===== src/rtl/seg7_digits_ctrl_if.sv =====
// Avalon-MM slave bus for the 7-segment digit controller; readdata is registered in the slave.
interface seg7_digits_ctrl_if;
  logic [2:0]  address;
  logic        chipselect;
  logic        write_n;
  logic        read_n;
  logic [31:0] writedata;
  logic [31:0] readdata;

  modport master (output address, chipselect, write_n, read_n, writedata, input readdata);
  modport slave  (input address, chipselect, write_n, read_n, writedata, output readdata);
endinterface


===== src/rtl/seg7_digits_ctrl.sv =====
// Memory-mapped hex driver for up to 8 seven-segment digits with optional per-digit blink.
// Blink counter, PERIOD, blink mask and STATUS exist only when SEG7_DIGITS_BLINK_EN is defined.
module seg7_digits_ctrl #(
  parameter int DIGITS     = 6,
  parameter int ACTIVE_LOW = 1,
  parameter int PERIOD_W   = 24
) (
  input  logic                  clk,
  input  logic                  reset,
  seg7_digits_ctrl_if.slave     bus,
  output logic [DIGITS*7-1:0]   out_port
);

  localparam logic [7:0]  DMASK    = 8'((9'd1 << DIGITS) - 9'd1);
  localparam logic [31:0] VMASK    = 32'((33'd1 << (4 * DIGITS)) - 33'd1);
`ifdef SEG7_DIGITS_BLINK_EN
  localparam logic [16:0] CMASK    = {1'b1, DMASK, DMASK};
`else
  localparam logic [16:0] CMASK    = {1'b1, 8'h00, DMASK};
`endif
  localparam logic [6:0]  ZERO_SEG = (ACTIVE_LOW != 0) ? 7'h40 : 7'h3F;

  logic [31:0]         value;
  logic [16:0]         ctrl;
  logic [31:0]         readdata_q;
  logic [31:0]         rdata;
  logic [31:0]         period_word;
  logic [31:0]         status_word;
  logic [DIGITS*7-1:0] seg_next;
  logic                wr;
  logic                rd;
  logic                phase;

  assign wr = bus.chipselect & ~bus.write_n;
  assign rd = bus.chipselect & ~bus.read_n;
  assign bus.readdata = readdata_q;

  function automatic logic [6:0] hex7(input logic [3:0] n);
    case (n)
      4'h0: hex7 = 7'h3F;  4'h1: hex7 = 7'h06;  4'h2: hex7 = 7'h5B;  4'h3: hex7 = 7'h4F;
      4'h4: hex7 = 7'h66;  4'h5: hex7 = 7'h6D;  4'h6: hex7 = 7'h7D;  4'h7: hex7 = 7'h07;
      4'h8: hex7 = 7'h7F;  4'h9: hex7 = 7'h6F;  4'hA: hex7 = 7'h77;  4'hB: hex7 = 7'h7C;
      4'hC: hex7 = 7'h39;  4'hD: hex7 = 7'h5E;  4'hE: hex7 = 7'h79;  default: hex7 = 7'h71;
    endcase
  endfunction

  function automatic logic [6:0] digit_seg(input logic [3:0] n, input logic lit);
    logic [6:0] seg;
    seg = lit ? hex7(n) : 7'h00;
    return (ACTIVE_LOW != 0) ? ~seg : seg;
  endfunction

`ifdef SEG7_DIGITS_BLINK_EN
  logic [PERIOD_W-1:0] period;
  logic [PERIOD_W-1:0] count;
  logic                period_wr;

  assign period_wr = wr && (bus.address == 3'd2);

  // A PERIOD write restarts from 0, so a shortened period never runs through 2^PERIOD_W.
  always_ff @(posedge clk or posedge reset) begin
    if (reset) begin
      period <= '0;
      count  <= '0;
      phase  <= 1'b1;
    end else if (period_wr) begin
      period <= bus.writedata[PERIOD_W-1:0];
      count  <= '0;
      phase  <= 1'b1;
    end else if (period == '0) begin
      count  <= '0;
      phase  <= 1'b1;
    end else if (count >= period - 1'b1) begin
      count  <= '0;
      phase  <= ~phase;
    end else begin
      count  <= count + 1'b1;
    end
  end

  assign period_word = 32'(period);
  assign status_word = 32'({count, 7'b0, phase});
`else
  assign phase       = 1'b1;
  assign period_word = '0;
  assign status_word = '0;
`endif

  always_comb begin
    rdata = '0;
    case (bus.address)
      3'd0:    rdata = value;
      3'd1:    rdata = 32'(ctrl);
      3'd2:    rdata = period_word;
      3'd3:    rdata = status_word;
      default: rdata = '0;
    endcase
  end

  always_comb begin
    seg_next = '0;
    for (int i = 0; i < DIGITS; i++) begin
      seg_next[7*i +: 7] = digit_seg(value[4*i +: 4],
                                     ctrl[i] & ~ctrl[16] & ~(ctrl[8+i] & ~phase));
    end
  end

  always_ff @(posedge clk or posedge reset) begin
    if (reset) begin
      value      <= '0;
      ctrl       <= {9'h000, DMASK};
      readdata_q <= '0;
      out_port   <= {DIGITS{ZERO_SEG}};
    end else begin
      if (wr) begin
        case (bus.address)
          3'd0:    value <= bus.writedata & VMASK;
          3'd1:    ctrl  <= bus.writedata[16:0] & CMASK;
          3'd4:    ctrl  <= (ctrl | bus.writedata[16:0]) & CMASK;
          3'd5:    ctrl  <= ctrl & ~bus.writedata[16:0];
          default: ;
        endcase
      end
      if (rd) readdata_q <= rdata;
      out_port <= seg_next;
    end
  end

endmodule


===== src/flat_wrapper.sv =====
// flat-port wrapper written by rule: the top's interface ports become plain ports
module seg7_digits_ctrl_flat 
#(
  parameter int DIGITS     = 6,
  parameter int ACTIVE_LOW = 1,
  parameter int PERIOD_W   = 24
)
  (clk, reset, out_port, bus_address, bus_chipselect, bus_write_n, bus_read_n, bus_writedata, bus_readdata);
  seg7_digits_ctrl_if bus_i ();
  input  logic clk;
  input  logic reset;
  output logic [DIGITS*7-1:0] out_port;
  input wire logic [$bits(bus_i.address)-1:0] bus_address;
  input wire logic [$bits(bus_i.chipselect)-1:0] bus_chipselect;
  input wire logic [$bits(bus_i.write_n)-1:0] bus_write_n;
  input wire logic [$bits(bus_i.read_n)-1:0] bus_read_n;
  input wire logic [$bits(bus_i.writedata)-1:0] bus_writedata;
  output wire logic [$bits(bus_i.readdata)-1:0] bus_readdata;
  assign bus_i.address = bus_address;
  assign bus_i.chipselect = bus_chipselect;
  assign bus_i.write_n = bus_write_n;
  assign bus_i.read_n = bus_read_n;
  assign bus_i.writedata = bus_writedata;
  assign bus_readdata = bus_i.readdata;
  seg7_digits_ctrl #(.DIGITS(DIGITS), .ACTIVE_LOW(ACTIVE_LOW), .PERIOD_W(PERIOD_W)) u_core (.clk(clk), .reset(reset), .bus(bus_i), .out_port(out_port));
endmodule

===== config.mk =====
export PLATFORM = sky130hd
export DESIGN_NAME = seg7_digits_ctrl_flat
export DESIGN_NICKNAME = d
export VERILOG_FILES = /design/src/rtl/seg7_digits_ctrl_if.sv /design/src/rtl/seg7_digits_ctrl.sv /design/src/flat_wrapper.sv
export SDC_FILE = /design/constraint.sdc
export NUM_CORES = 1
export LEC_CHECK = 0
export ABC_AREA = 1
export CORE_MARGIN = 4
export CORE_UTILIZATION = 56
export DETAILED_ROUTE_END_ITERATION = 6
export PLACE_DENSITY = 0.86
export SKIP_CTS_REPAIR_TIMING = 1
export SYNTH_ARGS = -nofsm -noshare
export SYNTH_HDL_FRONTEND = slang
export SYNTH_SLANG_ARGS = --single-unit

===== constraint.sdc =====
create_clock -name clk -period 9.3 [get_ports clk]
set_input_delay 1.395 -clock clk [delete_from_list [all_inputs] [get_ports clk]]
set_output_delay 1.395 -clock clk [all_outputs]
set_load 0.02 [all_outputs]

==> results.yml, run 1 <==
timing:
  maxSlewViolCount: 0
  hold_violations: 0
  clock.fmax_ghz: 0.301
  timing.final.crit_share: 0.358
  setup-violations-final: 0
  timing.final.crit_period_ns: 3.33
  setup_total_negative_slack_ns: 0
  worst_pin_slew_ns: 0.902
  holdWs_ns: 0.478
  rsz0062_at_grt: "false"
  fin_worst_skew_ns: 0.0142
  timing.final.ws_setup_ns: 5.97
  maxSlewHeadroom: 0.398
grt:
  groute.usage.overall: 0.234
  grt_remaining_overflow: 0
  first_global_vias: 4764
  grt_pass1_wl_mm: 21.9
  antenna_found_initial: 0
  grt_max_degree: 58
clock_network:
  root_buffer: "sky130_fd_sc_hd__clkbuf_8"
  clock_tree.buffer_depth: 2
  cts_buffers: 9
  path_clk_slew_ns: 0.10
  h_tree_lvl_count: 3
  source_to_sink_clock_delay_at_the_later_pin_of_the_worst_skew_pair_ns: 0.37
  cts_tree: "built"
  numClockSinks: 107
job:
  timing.max_cap.violations: 0
power_and_ir_drop:
  clkPwrFrac: 0.220
  cellLeakagePower_uw: 0.00315
  power-per-cell-area_mw_per_mm2: 197
  internal_power_uw: 846
  sw_frac_of_total: 0.359
  seq_power_share: 0.466
  net_switching_component_of_the_power_uw: 474
  comb_power_share: 0.313
  max-vdd-ir-drop_uv: 89.5
floorplanning:
  placeableCoreArea_sq_mm: 0.00942
  die_w_um: 107
  ios: 114
  fp-row-count: 35
  initial_utilization: 0.587
  area_enclosed_by_the_die_boundary_sq_mm: 0.0115
  die_height_um: 107
final_layout:
  layout.area.seq_sq_mm: 0.00269
  area_growth_syn_to_layout_pct: 21.4
  layout_common_cells: "228 x sky130_fd_sc_hd__nand2_1, 97 x sky130_fd_sc_hd__clkdlybuf4s50_1, 95 x sky130_fd_sc_hd__dfrtp_1"
  antenna_cells: 0
  nFillCells: 706
  mostFrequentLayoutCell: "sky130_fd_sc_hd__nand2_1"
  layout.nets: 826
  layout-drive-gt1-share: 0.0543
  multiInputGateArea_sq_mm: 0.00240
  postLayoutCellArea_sq_mm: 0.00671
critical_path:
  cp.required_ns: 9.55
  cp-start-kind: "primary input"
  timing.critical_path.arrival_ns: 3.58
  critical_path.endpoint_type: "register"
  critPathKind: "primary input to register"
  path_max_fanout: 32
logic_synthesis:
  netlist_instances: 666
  yosys_warn_count: 0
  synthDistinctLibCells: 28
  synth_seq_area_share: 0.487
  syn-cell-area_sq_mm: 0.00552
  synthesis.area_per_instance_sq_um: 8.29
  synth.ff_latch_count: 107
detailed_routing:
  detail_route.drc_violations: 0
  antenna_violating_nets_post_route: 0
  avgViaCountPerCell: 5.43
  dr.pass1.iters: 5
  drt-total-wl_mm: 13.1
  vias: 4804
  first_iter_violations: 329
  route.detailed.wl_per_inst_um: 14.8
run_status:
  outcome: "finished clean"
min_path:
  worst_hold_path_type: "register to register"
placement:
  pre_cts_slack_ns: 5.60
  detailed_place_hpwl_mm: 9.33
  io_buffers: 97
  placement.cell_area_sq_mm: 0.00651
  gpl.final_weighted_congestion: 0.914
kinds of logic after synthesis:
logic type | synth area share
DFF | 0.487
and+or+nand+nor | 0.279
buffers and inverters | 0.0822
adders and majority gates | 0.0815
AOI/OAI and AO/OA | 0.0693
other | 0.000679
power groups by stage:
stage	logic, uW	clock network (uW)	registers (uW)
floorplan	229	0	643
global placement	389	0	616
detailed placement	411	0	622
CTS	413	289	613
global route	456	311	626
finish	413	291	615
routing by layer:
layer / wire length (um) / vias up / track usage / share of wire
met2: 6730 / 212 / 0.423 / 0.51
met3: 944 / 33 / 0.0348 / 0.072
met5: 0 / - / 0 / 0
met1: 5130 / 2280 / 0.279 / 0.39
met4: 324 / 0 / 0.0913 / 0.025
li1: - / 2279 / - / -
through the flow:
| stage | std cells | util | total power, uW |
|---|---|---|---|
| 2_1_floorplan | 673 | - | 872 |
| 6_report | 884 | 0.712 | 1320 |
| 3_5_place_dp | 868 | 0.691 | 1030 |
| 3_3_place_gp | 868 | 0.691 | 1010 |
| 5_1_grt | 884 | 0.712 | 1390 |
| 4_1_cts | 884 | 0.712 | 1320 |
cell type report:
type	instances	area share
Clock buffer	12	0.0216
Clock inverter	4	0.00765
Inverter	66	0.0373
Multi-Input combinational cell	465	0.358
Sequential cell	107	0.402
Tap cell	129	0.0241
Timing Repair Buffer	101	0.149
cell usage after synthesis, drive strengths merged:
master	number	area [sq um]
nand2	229	862
dfrtp	95	2380
nand3	90	455
inv	64	240
ha	36	450
o21ai	31	155
buf	25	169
nor2	21	98.8
o211ai	15	113
dfstp	12	315
a21boi	10	75.1
clkbuf	10	37.5
a21oi	8	40.0
nand4	8	50.1
nand3b	4	30.0
clkinv	2	7.51
nor3b	2	15.0
or2	2	12.5
conb	1	3.75
nor3	1	16.3
worst paths after layout:
kind / to / startpoint / slack [ns] / depth (start not counted)
max reg2reg: u_core.out_port[10] / u_core.value[5] / 7.92 / 6
min: u_core.ctrl[4] / u_core.ctrl[4] / 0.48 / 2
min reg2reg: u_core.ctrl[4] / u_core.ctrl[4] / 0.48 / 2
min in group asynchronous: u_core.out_port[7] / reset / 1.49 / 2
max in group asynchronous: u_core.value[1] / reset / 6.71 / 3
max: u_core.value[1] / bus_address[0] / 5.97 / 7
flip-flops by register name, indices dropped and copies added, names as in the netlist:
name,count
u_core.out_port,42
u_core.bus.readdata,24
u_core.value,24
u_core.ctrl,17
worst max-delay path, cell delays in order:
cell	delay, ns
sky130_fd_sc_hd__clkdlybuf4s50_1	0.56
sky130_fd_sc_hd__nor3_4	0.21
sky130_fd_sc_hd__buf_4	0.35
sky130_fd_sc_hd__nand2_1	0.49
sky130_fd_sc_hd__buf_4	0.39
sky130_fd_sc_hd__nand2_1	0.08
sky130_fd_sc_hd__o21ai_0	0.08
(Power assumes the default switching activity.)
==> run 2: changes to the inputs <==
CORE_UTILIZATION = 52   (was 56)
PLACE_DENSITY = 0.81   (was 0.86)
clock period = 3.1 ns   (was 9.3 ns; I/O delays follow)
==> run 2 against run 1 <==
Against the previous run:
- global-route usage down 2.3 points
- non-clock buffer count up 3
- flip-flop and latch count unchanged
- setup slack worse by 4.8 ns
- critical endpoint is now out_port[20]
- largest cell class unchanged
==> results.yml, run 2 (synthesized netlist as in run 1, its figures left out) <==
grt:
  groute.usage.overall: 0.211
  globalRoute.busiestLayer: "met2"
  grt_remaining_overflow: 0
  first_global_vias: 4632
  globalRouteMet2Util: 0.363
  grt_pass1_wl_mm: 21.6
  global_route.usage.met1: 0.263
  met3_track_utilization_from_global_routing: 0.0469
  antenna_found_initial: 0
  grt_max_degree: 57
final_layout:
  mostFrequentLayoutCell: "sky130_fd_sc_hd__nand2_1"
  area_growth_syn_to_layout_pct: 22.9
  layout.nets: 829
  layout-drive-gt1-share: 0.0580
  top_register: "u_core.out_port"
  largest_reg_flops: 42
  non_filler_cells_in_the_finished_layout: 894
  layout_common_cells: "228 x sky130_fd_sc_hd__nand2_1, 97 x sky130_fd_sc_hd__clkdlybuf4s50_1, 95 x sky130_fd_sc_hd__dfrtp_1"
  antenna_cells: 0
clock_network:
  root_buffer: "sky130_fd_sc_hd__clkbuf_8"
  numClockSinks: 107
  clock_tree.buffer_depth: 2
  path_clk_slew_ns: 0.10
  cts_tree: "built"
  h_tree_lvl_count: 3
  source_to_sink_clock_delay_at_the_later_pin_of_the_worst_skew_pair_ns: 0.36
  cts_buffers: 9
floorplanning:
  die_w_um: 111
  ios: 114
  initial_utilization: 0.535
  area_enclosed_by_the_die_boundary_sq_mm: 0.0123
  placeableCoreArea_sq_mm: 0.0103
  fp-row-count: 37
  die_height_um: 111
timing:
  fin_worst_skew_ns: 0.00747
  hold_violations: 0
  clock.fmax_ghz: 0.511
  worst_pin_slew_ns: 0.900
  maxSlewViolCount: 0
  timing.final.crit_period_ns: 1.96
  maxSlewHeadroom: 0.399
  holdWs_ns: 0.481
  setup_total_negative_slack_ns: 0
  timing.final.crit_share: 0.631
  setup-violations-final: 0
  rsz0062_at_grt: "false"
detailed_routing:
  first_iter_violations: 203
  dr.pass1.iters: 5
  avgViaCountPerCell: 5.25
  route.detailed.wl_per_inst_um: 14.2
  drt-total-wl_mm: 12.7
  antenna_violating_nets_post_route: 0
  detail_route.drc_violations: 0
  vias: 4690
placement:
  numPlacedInstances: 878
  gpl.final_weighted_congestion: 0.926
  io_buffers: 97
  detailed_place_hpwl_mm: 9.21
critical_path:
  top_family_by_delay_on_critical_path: "buffers and inverters"
  critPathKind: "register to output pin"
  worstPathCellList: "clkdlybuf4s50_1"
  timing.critical_path.arrival_ns: 1.49
  critical-path-slowest-cell: "sky130_fd_sc_hd__clkdlybuf4s50_1"
  cp_num_buf_inv: 1
  cp-start-kind: "register"
  path_max_fanout: 1
  cp.required_ns: 2.63
  critical_path.endpoint_type: "output pin"
  cpPeakStageDelay_ns: 0.59
power_and_ir_drop:
  max-vdd-ir-drop_uv: 303
  power-per-cell-area_mw_per_mm2: 600
  cellLeakagePower_uw: 0.00318
min_path:
  worst_hold_path_type: "register to register"
run_status:
  outcome: "finished clean"
job:
  timing.max_cap.violations: 0
[run 2: cell count changes in the layout (fill, tap and decap cells not counted), sizes merged]
cell	before	now
bufinv	1	3
clkbuf	12	11
clkinvlp	1	2
clkinv	4	3
buf	4	7
inv	64	63
[run 2: final cells by class]
class | instances | area [sq um]
Clock buffer | 11 | 131
Clock inverter | 5 | 103
Fill cell | 859 | 3540
Inverter | 66 | 251
Multi-Input combinational cell | 465 | 2400
Sequential cell | 107 | 2690
Tap cell | 136 | 170
Timing Repair Buffer | 104 | 1040
[run 2: final timing paths]
| check | depth (start not counted) | endpoint | start | slack, ns |
|---|---|---|---|---|
| min | 2 | u_core.ctrl[5] | u_core.ctrl[5] | 0.48 |
| max reg2reg | 6 | u_core.out_port[7] | u_core.value[5] | 1.68 |
| max in group asynchronous | 3 | u_core.out_port[20] | reset | 1.81 |
| min in group asynchronous | 2 | u_core.out_port[9] | reset | 0.54 |
| min reg2reg | 2 | u_core.ctrl[5] | u_core.ctrl[5] | 0.48 |
| max | 1 | out_port[20] | u_core.out_port[20] | 1.14 |
[run 2: power by group]
| group | internal (uW) | total [uW] | switching, uW |
|---|---|---|---|
| clock network | 536 | 996 | 460 |
| registers | 1620 | 1840 | 216 |
| logic | 519 | 1240 | 719 |
[run 2: per-stage QoR]
stage | setup slack [ns] | utilization | power, uW | cell area [sq um]
after floorplan | 1.36 | - | 2620 | 5550
after global placement | 0.933 | 0.635 | 3020 | 6550
after detailed placement | 0.903 | 0.635 | 3100 | 6550
after CTS | 1.12 | 0.657 | 4090 | 6790
after global routing | 1.09 | 0.657 | 4320 | 6790
final | 1.14 | 0.657 | 4070 | 6790
[run 2: routing by layer]
| layer | vias up | part of all wire |
|---|---|---|
| met4 | 0 | 0.021 |
| met3 | 22 | 0.060 |
| met5 | - | 0 |
| met2 | 151 | 0.51 |
| met1 | 2234 | 0.41 |
| li1 | 2283 | - |
==> run 3: changes to the inputs <==
clock period = 1.84 ns   (was 3.1 ns; I/O delays follow)
==> run 3 against run 2 <==
Against the previous run:
- clock skew grew 0.0035 ns
- final cell count grew 0.89%
- total power grew 63%
- sequential power grew 68%
- register-to-register slack lost 1.3 ns
==> results.yml, run 3 (synthesized netlist as in run 1, its figures left out) <==
timing:
  hold_violations: 0
  holdWs_ns: 0.248
  setup_total_negative_slack_ns: 0
  setup-violations-final: 0
  maxSlewViolCount: 0
  clock.fmax_ghz: 0.567
  rsz0062_at_grt: "false"
  timing.final.crit_share: 0.958
  fin_worst_skew_ns: 0.0110
  timing.final.crit_period_ns: 1.76
final_layout:
  layout_common_cells: "228 x sky130_fd_sc_hd__nand2_1, 97 x sky130_fd_sc_hd__clkdlybuf4s50_1, 95 x sky130_fd_sc_hd__dfrtp_1"
  layout.nets: 837
  mostFrequentLayoutCell: "sky130_fd_sc_hd__nand2_1"
  layout-drive-gt1-share: 0.0692
  non_filler_cells_in_the_finished_layout: 902
  largest_reg_flops: 42
  antenna_cells: 0
  postLayoutCoreUtil: 0.663
  nFillCells: 841
  top_register: "u_core.out_port"
  area_growth_syn_to_layout_pct: 23.9
floorplanning:
  placeableCoreArea_sq_mm: 0.0103
  die_height_um: 111
  ios: 114
  fp-row-count: 37
  die_w_um: 111
  initial_utilization: 0.535
  area_enclosed_by_the_die_boundary_sq_mm: 0.0123
job:
  timing.max_cap.violations: 0
clock_network:
  cts_buffers: 9
  h_tree_lvl_count: 3
  numClockSinks: 107
  source_to_sink_clock_delay_at_the_later_pin_of_the_worst_skew_pair_ns: 0.37
  cts_tree: "built"
  path_clk_slew_ns: 0.10
  root_buffer: "sky130_fd_sc_hd__clkbuf_8"
  clock_tree.buffer_depth: 2
min_path:
  worst_hold_path_type: "primary input to async pin"
critical_path:
  critical-path-slowest-cell: "sky130_fd_sc_hd__clkdlybuf4s50_1"
  cpPeakStageDelay_ns: 0.59
  cp_num_buf_inv: 1
  cp.required_ns: 1.56
  cp-start-kind: "register"
  worstPathCellList: "clkdlybuf4s50_1"
  path_max_fanout: 1
  top_family_by_delay_on_critical_path: "buffers and inverters"
  critical_path.endpoint_type: "output pin"
  critPathKind: "register to output pin"
  timing.critical_path.arrival_ns: 1.49
run_status:
  outcome: "finished clean"
power_and_ir_drop:
  power-per-cell-area_mw_per_mm2: 968
  cellLeakagePower_uw: 0.00322
  max-vdd-ir-drop_uv: 443
  total_power_uw: 6620
detailed_routing:
  avgViaCountPerCell: 5.26
  route.detailed.wl_per_inst_um: 14.1
  first_iter_violations: 209
  detail_route.drc_violations: 0
  drt-total-wl_mm: 12.7
  dr.pass1.iters: 5
  vias: 4742
  antenna_violating_nets_post_route: 0
placement:
  gpl.final_weighted_congestion: 0.931
  numPlacedInstances: 886
  io_buffers: 97
  detailed_place_hpwl_mm: 9.63
grt:
  antenna_found_initial: 0
  groute.usage.overall: 0.213
  grt_remaining_overflow: 0
  grt_pass1_wl_mm: 22.0
  first_global_vias: 4655
  grt_max_degree: 39
==> run 3: layout make-up <==
cell class	instances	area, sq um	share of cell area
timing repair buffer	112	1130	0.166
tap	136	170	0.0249
clock inverter	5	52.6	0.00768
clock buffer	11	141	0.0207
sequential	107	2690	0.393
inverter	66	251	0.0367
multi-input combinational	465	2400	0.351
==> run 3: metrics by stage <==
step	worst slack (ns)	cell area, sq um
finish	0.0778	6850
global route	0.0362	6850
CTS	0.0534	6850
detailed placement	0.0976	6650
global placement	0.125	6650
floorplan	0.286	5550
==> run 3: where the power goes <==
| part | internal (uW) | switching [uW] | total (uW) |
|---|---|---|---|
| registers | 2740 | 366 | 3100 |
| clock network | 661 | 762 | 1420 |
| logic | 892 | 1210 | 2100 |
==> run 3: path summary, 6_finish.rpt <==
| check | slack [ns] | endpoint | start | cells past startpoint |
|---|---|---|---|---|
| max | 0.08 | out_port[34] | u_core.out_port[34] | 1 |
| min | 0.25 | u_core.out_port[2] | reset | 2 |
| min reg2reg | 0.48 | u_core.ctrl[4] | u_core.ctrl[4] | 2 |
| max in group asynchronous | 0.99 | u_core.ctrl[3] | reset | 3 |
| min in group clk | 0.46 | u_core.value[23] | bus_writedata[23] | 3 |
| max reg2reg | 0.37 | u_core.out_port[7] | u_core.value[5] | 6 |
==> run 3: layer usage <==
layer  vias to the layer above  global-route usage  wire length, um
met5                         -                   0                0
met4                         0              0.0576              182
met3                        19              0.0431              765
met2                       157               0.387             6760
met1                      2265               0.258             5030
li1                       2301                   -                -
